### config.mk
export PLATFORM = sky130hd
export DESIGN_NAME = if_prefetch_queue
export DESIGN_NICKNAME = d
export VERILOG_FILES = /design/src/rtl/if_prefetch_queue_pkg.sv /design/src/rtl/if_prefetch_queue_fifo.sv /design/src/rtl/if_prefetch_queue.sv
export SDC_FILE = /design/constraint.sdc
export NUM_CORES = 1
export LEC_CHECK = 0
export BUFFER_PORTS_ARGS = -buffer_cell sky130_fd_sc_hd__buf_2
export CAP_MARGIN = 20
export CELL_PAD_IN_SITES_DETAIL_PLACEMENT = 2
export CELL_PAD_IN_SITES_GLOBAL_PLACEMENT = 2
export CORE_ASPECT_RATIO = 1.75
export CORE_MARGIN = 1
export CORE_UTILIZATION = 36
export DETAILED_ROUTE_END_ITERATION = 12
export PLACE_DENSITY = 0.9
export SLEW_MARGIN = 5
export SYNTH_ARGS = -nofsm -noshare
export SYNTH_HDL_FRONTEND = slang
export SYNTH_SLANG_ARGS = --single-unit
### constraint.sdc
create_clock -name clk -period 3.4 [get_ports clk]
set_input_delay 0.34 -clock clk [delete_from_list [all_inputs] [get_ports clk]]
set_output_delay 0.34 -clock clk [all_outputs]
set_load 0.05 [all_outputs]
### src/rtl/if_prefetch_queue_pkg.sv
// Shared types for the sequential instruction prefetcher.
// Optional macro IF_FETCH_ERR_EN adds a per-entry bus-fault flag.
package if_pkg;

  localparam int IF_ADDR_WIDTH = 32;
  localparam int IF_DATA_WIDTH = 32;
  localparam int INSTR_BYTES   = IF_DATA_WIDTH / 8;

  typedef enum logic [1:0] {
    IDLE    = 2'd0,
    FETCH   = 2'd1,
    DISCARD = 2'd2
  } fetch_state_t;

  typedef struct packed {
    logic [IF_DATA_WIDTH-1:0] instr;
    logic [IF_ADDR_WIDTH-1:0] pc;
`ifdef IF_FETCH_ERR_EN
    logic                     fault;
`endif
  } if_entry_t;

endpackage

### src/rtl/if_prefetch_queue_fifo.sv
// Small FIFO of fetched entries: flush clears pointers, head is read combinationally.
// Storage is reset so the head reads as zero straight after reset.
module if_queue_fifo #(
  parameter int  DEPTH   = 4,
  parameter type entry_t = logic [63:0]
) (
  input  logic                   clk,
  input  logic                   reset_n,
  input  logic                   flush,
  input  logic                   push,
  input  entry_t                 push_data,
  input  logic                   pop,
  output entry_t                 head,
  output logic [$clog2(DEPTH):0] count,
  output logic                   full,
  output logic                   empty
);

  localparam int PTR_W = $clog2(DEPTH);
  localparam int CNT_W = PTR_W + 1;

  logic [PTR_W-1:0] rd_ptr_q, rd_ptr_d;
  logic [PTR_W-1:0] wr_ptr_q, wr_ptr_d;
  logic [CNT_W-1:0] count_q, count_d;
  logic             do_push;
  logic             do_pop;
  entry_t           ent [DEPTH];

  assign full    = (count_q == CNT_W'(DEPTH));
  assign empty   = (count_q == '0);
  assign count   = count_q;
  assign do_push = push && !full && !flush;
  assign do_pop  = pop && !empty && !flush;

  always_comb begin
    rd_ptr_d = rd_ptr_q;
    wr_ptr_d = wr_ptr_q;
    count_d  = count_q;
    if (flush) begin
      rd_ptr_d = '0;
      wr_ptr_d = '0;
      count_d  = '0;
    end else begin
      if (do_push) wr_ptr_d = wr_ptr_q + PTR_W'(1);
      if (do_pop)  rd_ptr_d = rd_ptr_q + PTR_W'(1);
      case ({do_push, do_pop})
        2'b10:   count_d = count_q + CNT_W'(1);
        2'b01:   count_d = count_q - CNT_W'(1);
        default: count_d = count_q;
      endcase
    end
  end

  always_ff @(posedge clk) begin
    if (!reset_n) begin
      rd_ptr_q <= '0;
      wr_ptr_q <= '0;
      count_q  <= '0;
    end else begin
      rd_ptr_q <= rd_ptr_d;
      wr_ptr_q <= wr_ptr_d;
      count_q  <= count_d;
    end
  end

  for (genvar gi = 0; gi < DEPTH; gi++) begin : g_ent
    entry_t ent_q;
    always_ff @(posedge clk) begin
      if (!reset_n) begin
        ent_q <= '0;
      end else if (do_push && (wr_ptr_q == PTR_W'(gi))) begin
        ent_q <= push_data;
      end
    end
    assign ent[gi] = ent_q;
  end

  assign head = ent[rd_ptr_q];

endmodule

### src/rtl/if_prefetch_queue.sv
// Sequential instruction prefetcher: Wishbone read master feeding a DEPTH-entry queue.
// Optional macro IF_FETCH_ERR_EN adds wb_err_i / out_fault and stops fetching after a bus error.
module if_prefetch_queue
  import if_pkg::*;
#(
  parameter int                    ADDR_WIDTH = IF_ADDR_WIDTH,
  parameter int                    DATA_WIDTH = IF_DATA_WIDTH,
  parameter int                    DEPTH      = 4,
  parameter logic [ADDR_WIDTH-1:0] RESET_PC   = ADDR_WIDTH'(32'h8000_0000)
) (
  input  logic                    clk,
  input  logic                    reset_n,
  input  logic                    redirect_valid,
  input  logic [ADDR_WIDTH-1:0]   redirect_pc,
  output logic                    out_valid,
  input  logic                    out_ready,
  output logic [DATA_WIDTH-1:0]   out_instr,
  output logic [ADDR_WIDTH-1:0]   out_pc,
  output logic                    busy,
  output logic                    wb_cyc_o,
  output logic                    wb_stb_o,
  output logic [ADDR_WIDTH-1:0]   wb_adr_o,
  output logic [DATA_WIDTH/8-1:0] wb_sel_o,
  output logic                    wb_we_o,
  input  logic [DATA_WIDTH-1:0]   wb_dat_i,
  input  logic                    wb_ack_i
`ifdef IF_FETCH_ERR_EN
  ,
  input  logic                    wb_err_i,
  output logic                    out_fault
`endif
);

  localparam int                    SEL_W = DATA_WIDTH / 8;
  localparam logic [ADDR_WIDTH-1:0] STEP  = ADDR_WIDTH'(SEL_W);

  typedef struct packed {
    logic [DATA_WIDTH-1:0] instr;
    logic [ADDR_WIDTH-1:0] pc;
`ifdef IF_FETCH_ERR_EN
    logic                  fault;
`endif
  } entry_t;

  fetch_state_t          state_q, state_d;
  logic                  cyc_q, cyc_d;
  logic                  busy_q, busy_d;
  logic                  halt_q, halt_d;
  logic [ADDR_WIDTH-1:0] adr_q, adr_d;
  logic [ADDR_WIDTH-1:0] fetch_pc_q, fetch_pc_d;
  logic                  push;
  logic                  bus_err;
  logic                  bus_end;
  entry_t                push_data;
  entry_t                head;
  logic [$clog2(DEPTH):0] q_count;
  logic                  q_full;
  logic                  q_empty;

`ifdef IF_FETCH_ERR_EN
  assign bus_err = wb_err_i;
`else
  assign bus_err = 1'b0;
`endif
  assign bus_end = wb_ack_i || bus_err;

  // A faulting fetch still occupies a slot so decode sees the fault in program order.
  always_comb begin
    push_data       = '0;
    push_data.instr = bus_err ? '0 : wb_dat_i;
    push_data.pc    = adr_q;
`ifdef IF_FETCH_ERR_EN
    push_data.fault = bus_err;
`endif
  end

  always_comb begin
    state_d    = state_q;
    cyc_d      = cyc_q;
    adr_d      = adr_q;
    fetch_pc_d = fetch_pc_q;
    halt_d     = halt_q;
    push       = 1'b0;
    if (redirect_valid) begin
      fetch_pc_d = redirect_pc;
      halt_d     = 1'b0;
    end
    unique case (state_q)
      IDLE: begin
        if (!redirect_valid && !q_full && !halt_q) begin
          state_d = FETCH;
          cyc_d   = 1'b1;
          adr_d   = fetch_pc_q;
        end
      end
      FETCH: begin
        if (redirect_valid) begin
          // An in-flight cycle cannot be aborted, so wait it out in DISCARD.
          if (bus_end) begin
            state_d = IDLE;
            cyc_d   = 1'b0;
          end else begin
            state_d = DISCARD;
          end
        end else if (bus_end) begin
          push       = 1'b1;
          fetch_pc_d = fetch_pc_q + STEP;
          halt_d     = bus_err;
          cyc_d      = 1'b0;
          state_d    = IDLE;
        end
      end
      DISCARD: begin
        if (bus_end) begin
          state_d = IDLE;
          cyc_d   = 1'b0;
        end
      end
      default: begin
        state_d = IDLE;
        cyc_d   = 1'b0;
      end
    endcase
    busy_d = (state_d != IDLE);
  end

  always_ff @(posedge clk) begin
    if (!reset_n) begin
      state_q    <= IDLE;
      cyc_q      <= 1'b0;
      busy_q     <= 1'b0;
      halt_q     <= 1'b0;
      adr_q      <= '0;
      fetch_pc_q <= RESET_PC;
    end else begin
      state_q    <= state_d;
      cyc_q      <= cyc_d;
      busy_q     <= busy_d;
      halt_q     <= halt_d;
      adr_q      <= adr_d;
      fetch_pc_q <= fetch_pc_d;
    end
  end

  if_queue_fifo #(
    .DEPTH   (DEPTH),
    .entry_t (entry_t)
  ) u_fifo (
    .clk       (clk),
    .reset_n   (reset_n),
    .flush     (redirect_valid),
    .push      (push),
    .push_data (push_data),
    .pop       (out_ready && !q_empty),
    .head      (head),
    .count     (q_count),
    .full      (q_full),
    .empty     (q_empty)
  );

  assign out_valid = (q_count != '0);
  assign out_instr = head.instr;
  assign out_pc    = head.pc;
`ifdef IF_FETCH_ERR_EN
  assign out_fault = head.fault;
`endif

  assign busy     = busy_q;
  assign wb_cyc_o = cyc_q;
  assign wb_stb_o = cyc_q;
  assign wb_adr_o = adr_q;
  assign wb_sel_o = cyc_q ? {SEL_W{1'b1}} : '0;
  assign wb_we_o  = 1'b0;

endmodule

======== Word level (Yosys, flattened, before mapping) ========
Cells that the tools add are included.
word-level totals
  bits in registers ....................... 332
  input port bits ......................... 69
  output and inout bits ................... 105
cells by class
  add/subtract/negate cells ............... 5
  order comparisons ....................... 1
  equality and inequality tests ........... 10
  mux-type cells .......................... 24
  bitwise operators ....................... 2
  reductions and logical operators ........ 25
operators with widths
  kind                                                       number
  binary-select mux 64 bit (select 2 bit)                    1
  2-to-1 mux 32 bit                                          4
  2-to-1 mux 64 bit                                          2
  adder 32 x 3 -> 32 bit (second input constant)             1
  logical AND 1 bit                                          11
  2-to-1 mux 1 bit                                           9
  == test 2 bit (second input constant)                      4
  2-to-1 mux 2 bit                                           4
  == test 2 x 1 -> 1 bit (second input constant)             3
  case mux 2 bit (3 select lines)                            1
  case mux 3 bit (2 select lines)                            1
  adder 2 x 1 -> 2 bit (second input constant)               2
  logical NOT 1 bit                                          4
  logical NOT 2 bit                                          2
  2-to-1 mux 4 bit                                           1
  AND reduction 2 bit                                        2
  nonzero test 2 bit                                         2
  OR reduction 2 bit                                         2
  adder 3 x 1 -> 3 bit (second input constant)               1
  == test 3 bit (second input constant)                      1
  greater-or-equal comparator 3 bit (second input constant)  1
  logical NOT 3 bit                                          1
  NOT 2 -> 3 bit                                             1
  nonzero test 3 bit                                         1
  other kinds (5)                                            5

======== Logic depth before layout (Yosys ltp) ========
  depth in word-level cells ............... 7
  gate-level depth with buffers ........... 13

======== Hierarchy ========
A second synthesis with hierarchy kept.
unflattened totals
  cells, all modules ...................... 1411
  area, all modules ....................... 14453.9 µm²
modules (own cells, without submodules)
  module             instances  cells an instance  area an instance (µm²)  seq. area each (µm²)
  if_queue_fifo      1          1025               11315.9                 5265.0
  if_prefetch_queue  1          386                3138.0                  1381.3

======== Worst setup path after synthesis ========
No wires, ideal clock.
  path kind ............................... reg2reg
  from .................................... register state_q[1]
  to ...................................... register u_fifo.count_q[2], in the netlist u_fifo.count[2]
  arrival time ............................ 2.460 ns
  required time ........................... 3.329 ns
  slack ................................... 0.869 ns
  stages on the path, launching flop included .. 14
  buffers on the path ..................... 2
  path through ............................ dfxtp_1 > inv_1 > ha_1 > and2_1 > buf_2 > and3_1 > buf_4 > inv_1 > ha_1 > inv_1 > fa_1 > xor2_1 > or3_1 > a21oi_1
on the way
  word-level cells in the longest chain between the ends .. 6
  elaborated cells between the ends (all ways) .. 8
  those cells by class .................... eq/ne (3); mux (2); reduce/logical (3)
RTL lines
  element                                                                RTL line                      source
  start: declaration                                                     if_prefetch_queue.sv:45       fetch_state_t state_q, state_d;
  start signal: assignment                                               if_prefetch_queue.sv:136      state_q <= state_d;
  == test 2 x 1 -> 1 bit *                                               if_prefetch_queue.sv:88       unique case (state_q)
  2-to-1 mux 1 bit *                                                     if_prefetch_queue.sv:88
  logical AND 1 bit * (2 in a row)                                       if_prefetch_queue_fifo.sv:32  assign do_push = push && !full && !flush;
  == test 2 x 1 -> 1 bit or == test 2 bit (tied branches)                if_prefetch_queue_fifo.sv:46  case ({do_push, do_pop})
  case mux 3 bit (2 select lines) or nonzero test 2 bit (tied branches)  n/a
  end signal: assignment                                                 if_prefetch_queue_fifo.sv:62  count_q <= count_d;
  end: declaration                                                       if_prefetch_queue_fifo.sv:24  logic [CNT_W-1:0] count_q, count_d;
Mark *: on every way between the ends. The rest lies on a longest branch, timed or not.
A chain may end at the register's enable or synchronous reset.

======== Worst setup path after layout ========
  from .................................... register state_q[1]
  to ...................................... register u_fifo.g_ent[2].ent_q, in the netlist u_fifo.ent[73]
on the way
  word-level cells in the longest chain between the ends .. 5
RTL lines
  element                         RTL line                      source
  == test 2 x 1 -> 1 bit          if_prefetch_queue.sv:88
  2-to-1 mux 1 bit                if_prefetch_queue.sv:88
  logical AND 1 bit (2 in a row)  if_prefetch_queue_fifo.sv:32
  logical AND 1 bit               if_prefetch_queue_fifo.sv:71  end else if (do_push && (wr_ptr_q == PTR_W'(gi))) begin
  end signal: assignment          if_prefetch_queue_fifo.sv:72  ent_q <= push_data;
  end: declaration                if_prefetch_queue_fifo.sv:67  entry_t ent_q;
No other way between the ends.

==> flow_results.org <==
** Synth
- sky130_fd_sc_hd__dfxtp_1 takes more of the synthesized area than any other cell.
- Mean cell area of the mapped netlist :: 8.996 µm²
- Count of yosys warnings during synthesis :: 0
- Post-Synthesis Net Count :: 1714
- After synthesis, the largest family of logic cells by area is simple AND/OR/NAND/NOR gates.
- Most frequently used flop master after synthesis :: sky130_fd_sc_hd__dfxtp_1
- Compound-Gate Fraction of Synth Area :: between 15 and 20%
- By area the synthesized netlist is led by sky130_fd_sc_hd__dfxtp_1 45%, sky130_fd_sc_hd__nand2_1 15%, sky130_fd_sc_hd__a21boi_0 12%.
- Share of synthesized area occupied by flip-flops and latches :: 45.22%
- After Yosys synthesis, XOR and XNOR cells account for 1.490% of the synthesized area.
- After synthesis, the share of flip-flops with an asynchronous set or reset is 0%.
- Top-area cell type share of the netlist area :: 45.22%
- Number of enable-type register cells in the synthesized netlist :: 0
- After Yosys synthesis, full adders, half adders and majority gates account for 0.9874% of the synthesized area.
- The mapped netlist covers 14700 µm².
- Synthesis produced a netlist whose cell count is roughly 1600.
- Area share of and/or/nand/nor cells after synthesis :: ~19%
- Multiplexer cells account for 10.28% of the synthesized area.
- Count of unique library cells instantiated by Yosys :: 53
- Count of state elements after synthesis :: 332

** Global routing
- The first global-routing pass estimated between 80000 and 90000 µm of wire.
- Number of global-route vias before repair :: 14450
- Number of antenna violations at the first check in global routing :: 2
- The total overflow left after global routing is 0.
- Across every metal layer, demand over resource in global routing totals 24.89%.
- Entering global routing, the biggest net connects about 110 pins.

** Power and ir drop
- Worst IR drop on VDD :: 0.2774 mV
- Sw Pwr :: between 2 and 2.5 mW
- Cell internal power was estimated by the tool at roughly 6.4 mW.
- Pwr per Cell Area :: 502.5 nW/µm²
- Clock network fraction of design power :: a little under half
- In this run the static leakage power is roughly 5.9 nW.
- Combinational cells account for 6.5% of the total power.
- Part of the power in registers :: 47.3%
- Net switching is 24.64% of the power.

** Drt
- In the final routed layout, each cell accounts on average for 22.13 µm.
- The final layout contains routed wiring with a total length of 51000 µm.
- In the routed design, unresolved DRC markers number 0.
- DRC marker count from the first detailed-route iteration :: 506
- Before antenna repair, the detailed router went through 5 iterations.
- In the routed layout, each cell is associated on average with a via count of 5.421.
- The count of nets left with antenna violations once routing finished came out at 0.
- Number of vias in the routed layout :: 12500

** Die
- In this run the horizontal extent of the chip is 154.7 µm.
- Number of rows created at floorplan :: 97
- Die height :: roughly 270 µm
- Die area :: between 40000 and 50000 µm²
- Once the floorplan was initialized, standard cells occupied 36.59% of the core.
- Number of top-level design ports :: 174
- Core ar. :: 40170 µm²

** Cells and area
- Leaving out filler cells and counting taps, the final layout contains 2305.
- Total number of nets in the final design :: 1815
- Of the cells placed in the final design, the portion with a size suffix greater than 1 is 18.76%.
- The area growth from synthesis to layout is 15.45%.
- With fillers left out, the area of the finished cells amounts to 16970 µm².

** Placed design
- Routability Congestion :: 0.8154
- Placed insts :: 2241
- In this run the cell area measured after placement is 15810 µm².
- The HPWL after detailed placement is 30970 µm.
- Timing analysis after detailed placement gives a worst setup slack of 0.6718 ns.
- Input and output buffers added on the ports amount to around 170.

** STA
- Setup repair after global routing left no endpoint under its margin.
- Setup slack on the critical path of the routed design comes to 0.5297 ns.
- In this run the tightest slew margin relative to its limit is 35.67%.
- The number of max-slew violations in the final report was 0.
- Worst-Margin Slew :: 0.9649 ns
- Derived from the worst setup path, the maximum achievable clock frequency is 0.3484 GHz.
- The smallest clock period supported by the final layout is computed as ~2.9 ns.
- Dividing the final minimum period by the clock period gives 84.42%.
- Smallest hold slack :: 0.02637 ns
- Max Clock Skew :: around 0.024 ns
- Total setup violations reported at the end of the flow :: 0
- The number of failing hold endpoints at the final stage was 0.
- Final-layout setup total negative slack :: 0 ns

** Worst setup path
- CP cell instances :: inv_1 > ha_1 > and2_1 > and3_1 > nand2_2 > buf_4 > nand2_1 > a21boi_0
- Measured in cells, the most critical reg-to-reg path has a length of 8.
- Kind of cell adding the most delay to the critical path :: simple AND/OR/NAND/NOR gates
- The setup path with the least slack is of type reg -> reg.
- In this design, the stage delay of the slowest critical-path cell is ~0.74 ns.
- CP max stage cell :: sky130_fd_sc_hd__buf_4
- The worst setup path is captured at a flip-flop.
- The critical path crosses 8 cells after its start point.
- Critical path data required time :: 3.81 ns
- STA classifies the critical path startpoint as a flip-flop.
- Peak fanout along the critical path :: 64
- Setup crit start :: state_q[1]$_SDFF_PN0_
- The critical path contains buffers and inverters numbering 2 combined.
- Startpoint of the lowest-slack register-to-register path :: state_q[1]$_SDFF_PN0_
- Data arrival time of the critical path :: 3.28 ns

** Clocking
- Num CTS Buffers :: 35
- Number of levels in the clock H-tree :: 2
- In this run the deepest clock path goes through 3 buffers.
- Gates resized during post-CTS repair numbered 0.
- Clock-pin slew was measured on the worst setup and hold paths at 0.06 ns.
- For the worst-skew pair, the clock arrives at the later sink with an insertion delay of 0.54 ns.
- For this design, the sink count on the clock tree is 332.
- TritonCTS built the clock tree.
- The cell sitting at the root of the clock tree is a sky130_fd_sc_hd__clkbuf_16.

** Run
- Across the run, the number of max-cap violations was 0.

** Hold path
- The worst hold path passes through 2 cells.
- Start point of the worst hold path :: redirect_pc[5]
- Class of the tightest hold or removal check :: in -> reg

** Status
- The run finished with clean final reports.
power by group through the flow:
stage	clock, mW	sequential, mW	combinational, mW
final	3.94	4.03	0.556
after global routing	4.17	4.04	0.597
after CTS	4.03	4.03	0.562
after detailed placement	0	4.12	0.557
after global placement	0	4.11	0.538
after floorplan	0	4.15	0.331
metal layers:
layer / up-vias / GRT usage, % / wire length [µm]
met5: - / 0 / 0
met4: 0 / 13.05 / 2458
met3: 133 / 2.780 / 1626
met2: 311 / 47.76 / 27580
met1: 6366 / 26.11 / 19340
li1: 5685 / - / -
timing repair:
action                                 in CTS  in global routing
setup buffers                               0                  0
hold buffers                                1                  0
endpoints found under the hold margin       1                  0
path summary, 6_finish.rpt:
path	to	slack, ns
setup / recovery	u_fifo.ent[73]$_SDFFE_PN0P_	0.53
hold / removal	fetch_pc_q[5]$_SDFF_PN0_	0.03
setup reg to reg	u_fifo.ent[73]$_SDFFE_PN0P_	0.53
hold reg to reg	u_fifo.ent[235]$_SDFFE_PN0P_	0.46
worst register-to-register path: stages (launching register included):
cell and delay, ns:
sky130_fd_sc_hd__dfxtp_1 0.40, sky130_fd_sc_hd__inv_1 0.09, sky130_fd_sc_hd__ha_1 0.25, sky130_fd_sc_hd__and2_1 0.20, sky130_fd_sc_hd__and3_1 0.33, sky130_fd_sc_hd__nand2_2 0.12
sky130_fd_sc_hd__buf_4 0.74, sky130_fd_sc_hd__nand2_1 0.22, sky130_fd_sc_hd__a21boi_0 0.38
per-stage QoR:
stage	total power, mW	utilization (%)
after floorplan	4.483	-
after global placement	4.650	39.35
after detailed placement	4.675	39.35
after CTS	8.625	42.23
after global routing	8.807	42.24
final	8.527	42.24
kinds of logic after synthesis:
group | after synthesis
and+or+nand+nor | 696
other | 1
xor gates and xnor gates | 25
muxes | 71
AOI/OAI and AO/OA | 353
DFF | 332
buffers and inverters | 145
adders and majority gates | 11
layout by cell type (no fill, tap or decap), types with 8 or more instances in the layout:
cell                        count
sky130_fd_sc_hd__a21boi_0     241
sky130_fd_sc_hd__a21boi_1      47
sky130_fd_sc_hd__a21oi_1       19
sky130_fd_sc_hd__buf_12         8
sky130_fd_sc_hd__buf_2        171
sky130_fd_sc_hd__buf_4         13
sky130_fd_sc_hd__clkbuf_1       9
sky130_fd_sc_hd__clkbuf_16     37
sky130_fd_sc_hd__dfxtp_1      330
sky130_fd_sc_hd__ha_1          10
sky130_fd_sc_hd__inv_1         15
sky130_fd_sc_hd__mux4_2        64
sky130_fd_sc_hd__nand2_1      596
sky130_fd_sc_hd__nand3_1        8
sky130_fd_sc_hd__nand4_1        8
sky130_fd_sc_hd__nor2_1        20
sky130_fd_sc_hd__nor2b_1        9
sky130_fd_sc_hd__nor3_1         9
sky130_fd_sc_hd__o21ai_0       27
sky130_fd_sc_hd__xnor2_1       18
state kept, by name, summed over array words and instances, names as in the netlist:
signal and flops:
halt_q 1, wb_cyc_o 1, u_fifo.rd_ptr_q 2, fetch_pc_q 32, u_fifo.count 3, busy 1
wb_adr_o 32, state_q 2, u_fifo.wr_ptr_q 2, u_fifo.ent 256
layout make-up:
class,count,area (µm²)
antenna,2,5.005
fill,4369,23200
inverter,15,56.30
sequential,332,6654
clock inverter,8,92.59
timing repair buffer,194,1135
clock buffer,53,1056
tap,544,680.7
multi-input combinational,1157,7291
cells in the mapped netlist, types with 2 or more instances:
master,instances
sky130_fd_sc_hd__or3_1,3
sky130_fd_sc_hd__o211a_1,5
sky130_fd_sc_hd__and4_1,5
sky130_fd_sc_hd__a31oi_1,3
sky130_fd_sc_hd__a21boi_0,241
sky130_fd_sc_hd__xor2_1,7
sky130_fd_sc_hd__clkbuf_8,2
sky130_fd_sc_hd__nand4_1,8
sky130_fd_sc_hd__nand3_1,8
sky130_fd_sc_hd__and3_1,6
sky130_fd_sc_hd__nor2_1,20
sky130_fd_sc_hd__clkbuf_1,61
sky130_fd_sc_hd__buf_4,31
sky130_fd_sc_hd__a21boi_1,47
sky130_fd_sc_hd__a21oi_1,19
sky130_fd_sc_hd__nand2b_1,3
sky130_fd_sc_hd__a211oi_1,3
sky130_fd_sc_hd__inv_1,15
sky130_fd_sc_hd__o21ai_0,27
sky130_fd_sc_hd__mux2i_1,7
sky130_fd_sc_hd__buf_1,2
sky130_fd_sc_hd__or2_2,2
sky130_fd_sc_hd__nor3_1,9
sky130_fd_sc_hd__nand2_2,4
sky130_fd_sc_hd__buf_2,27
sky130_fd_sc_hd__nor2b_1,9
sky130_fd_sc_hd__and2_1,7
sky130_fd_sc_hd__mux4_2,64
sky130_fd_sc_hd__nor4_1,7
sky130_fd_sc_hd__and4_2,2
sky130_fd_sc_hd__dfxtp_1,332
sky130_fd_sc_hd__ha_1,10
sky130_fd_sc_hd__nand2_1,596
sky130_fd_sc_hd__buf_6,6
sky130_fd_sc_hd__xnor2_1,18
(Power assumes the default switching activity.)
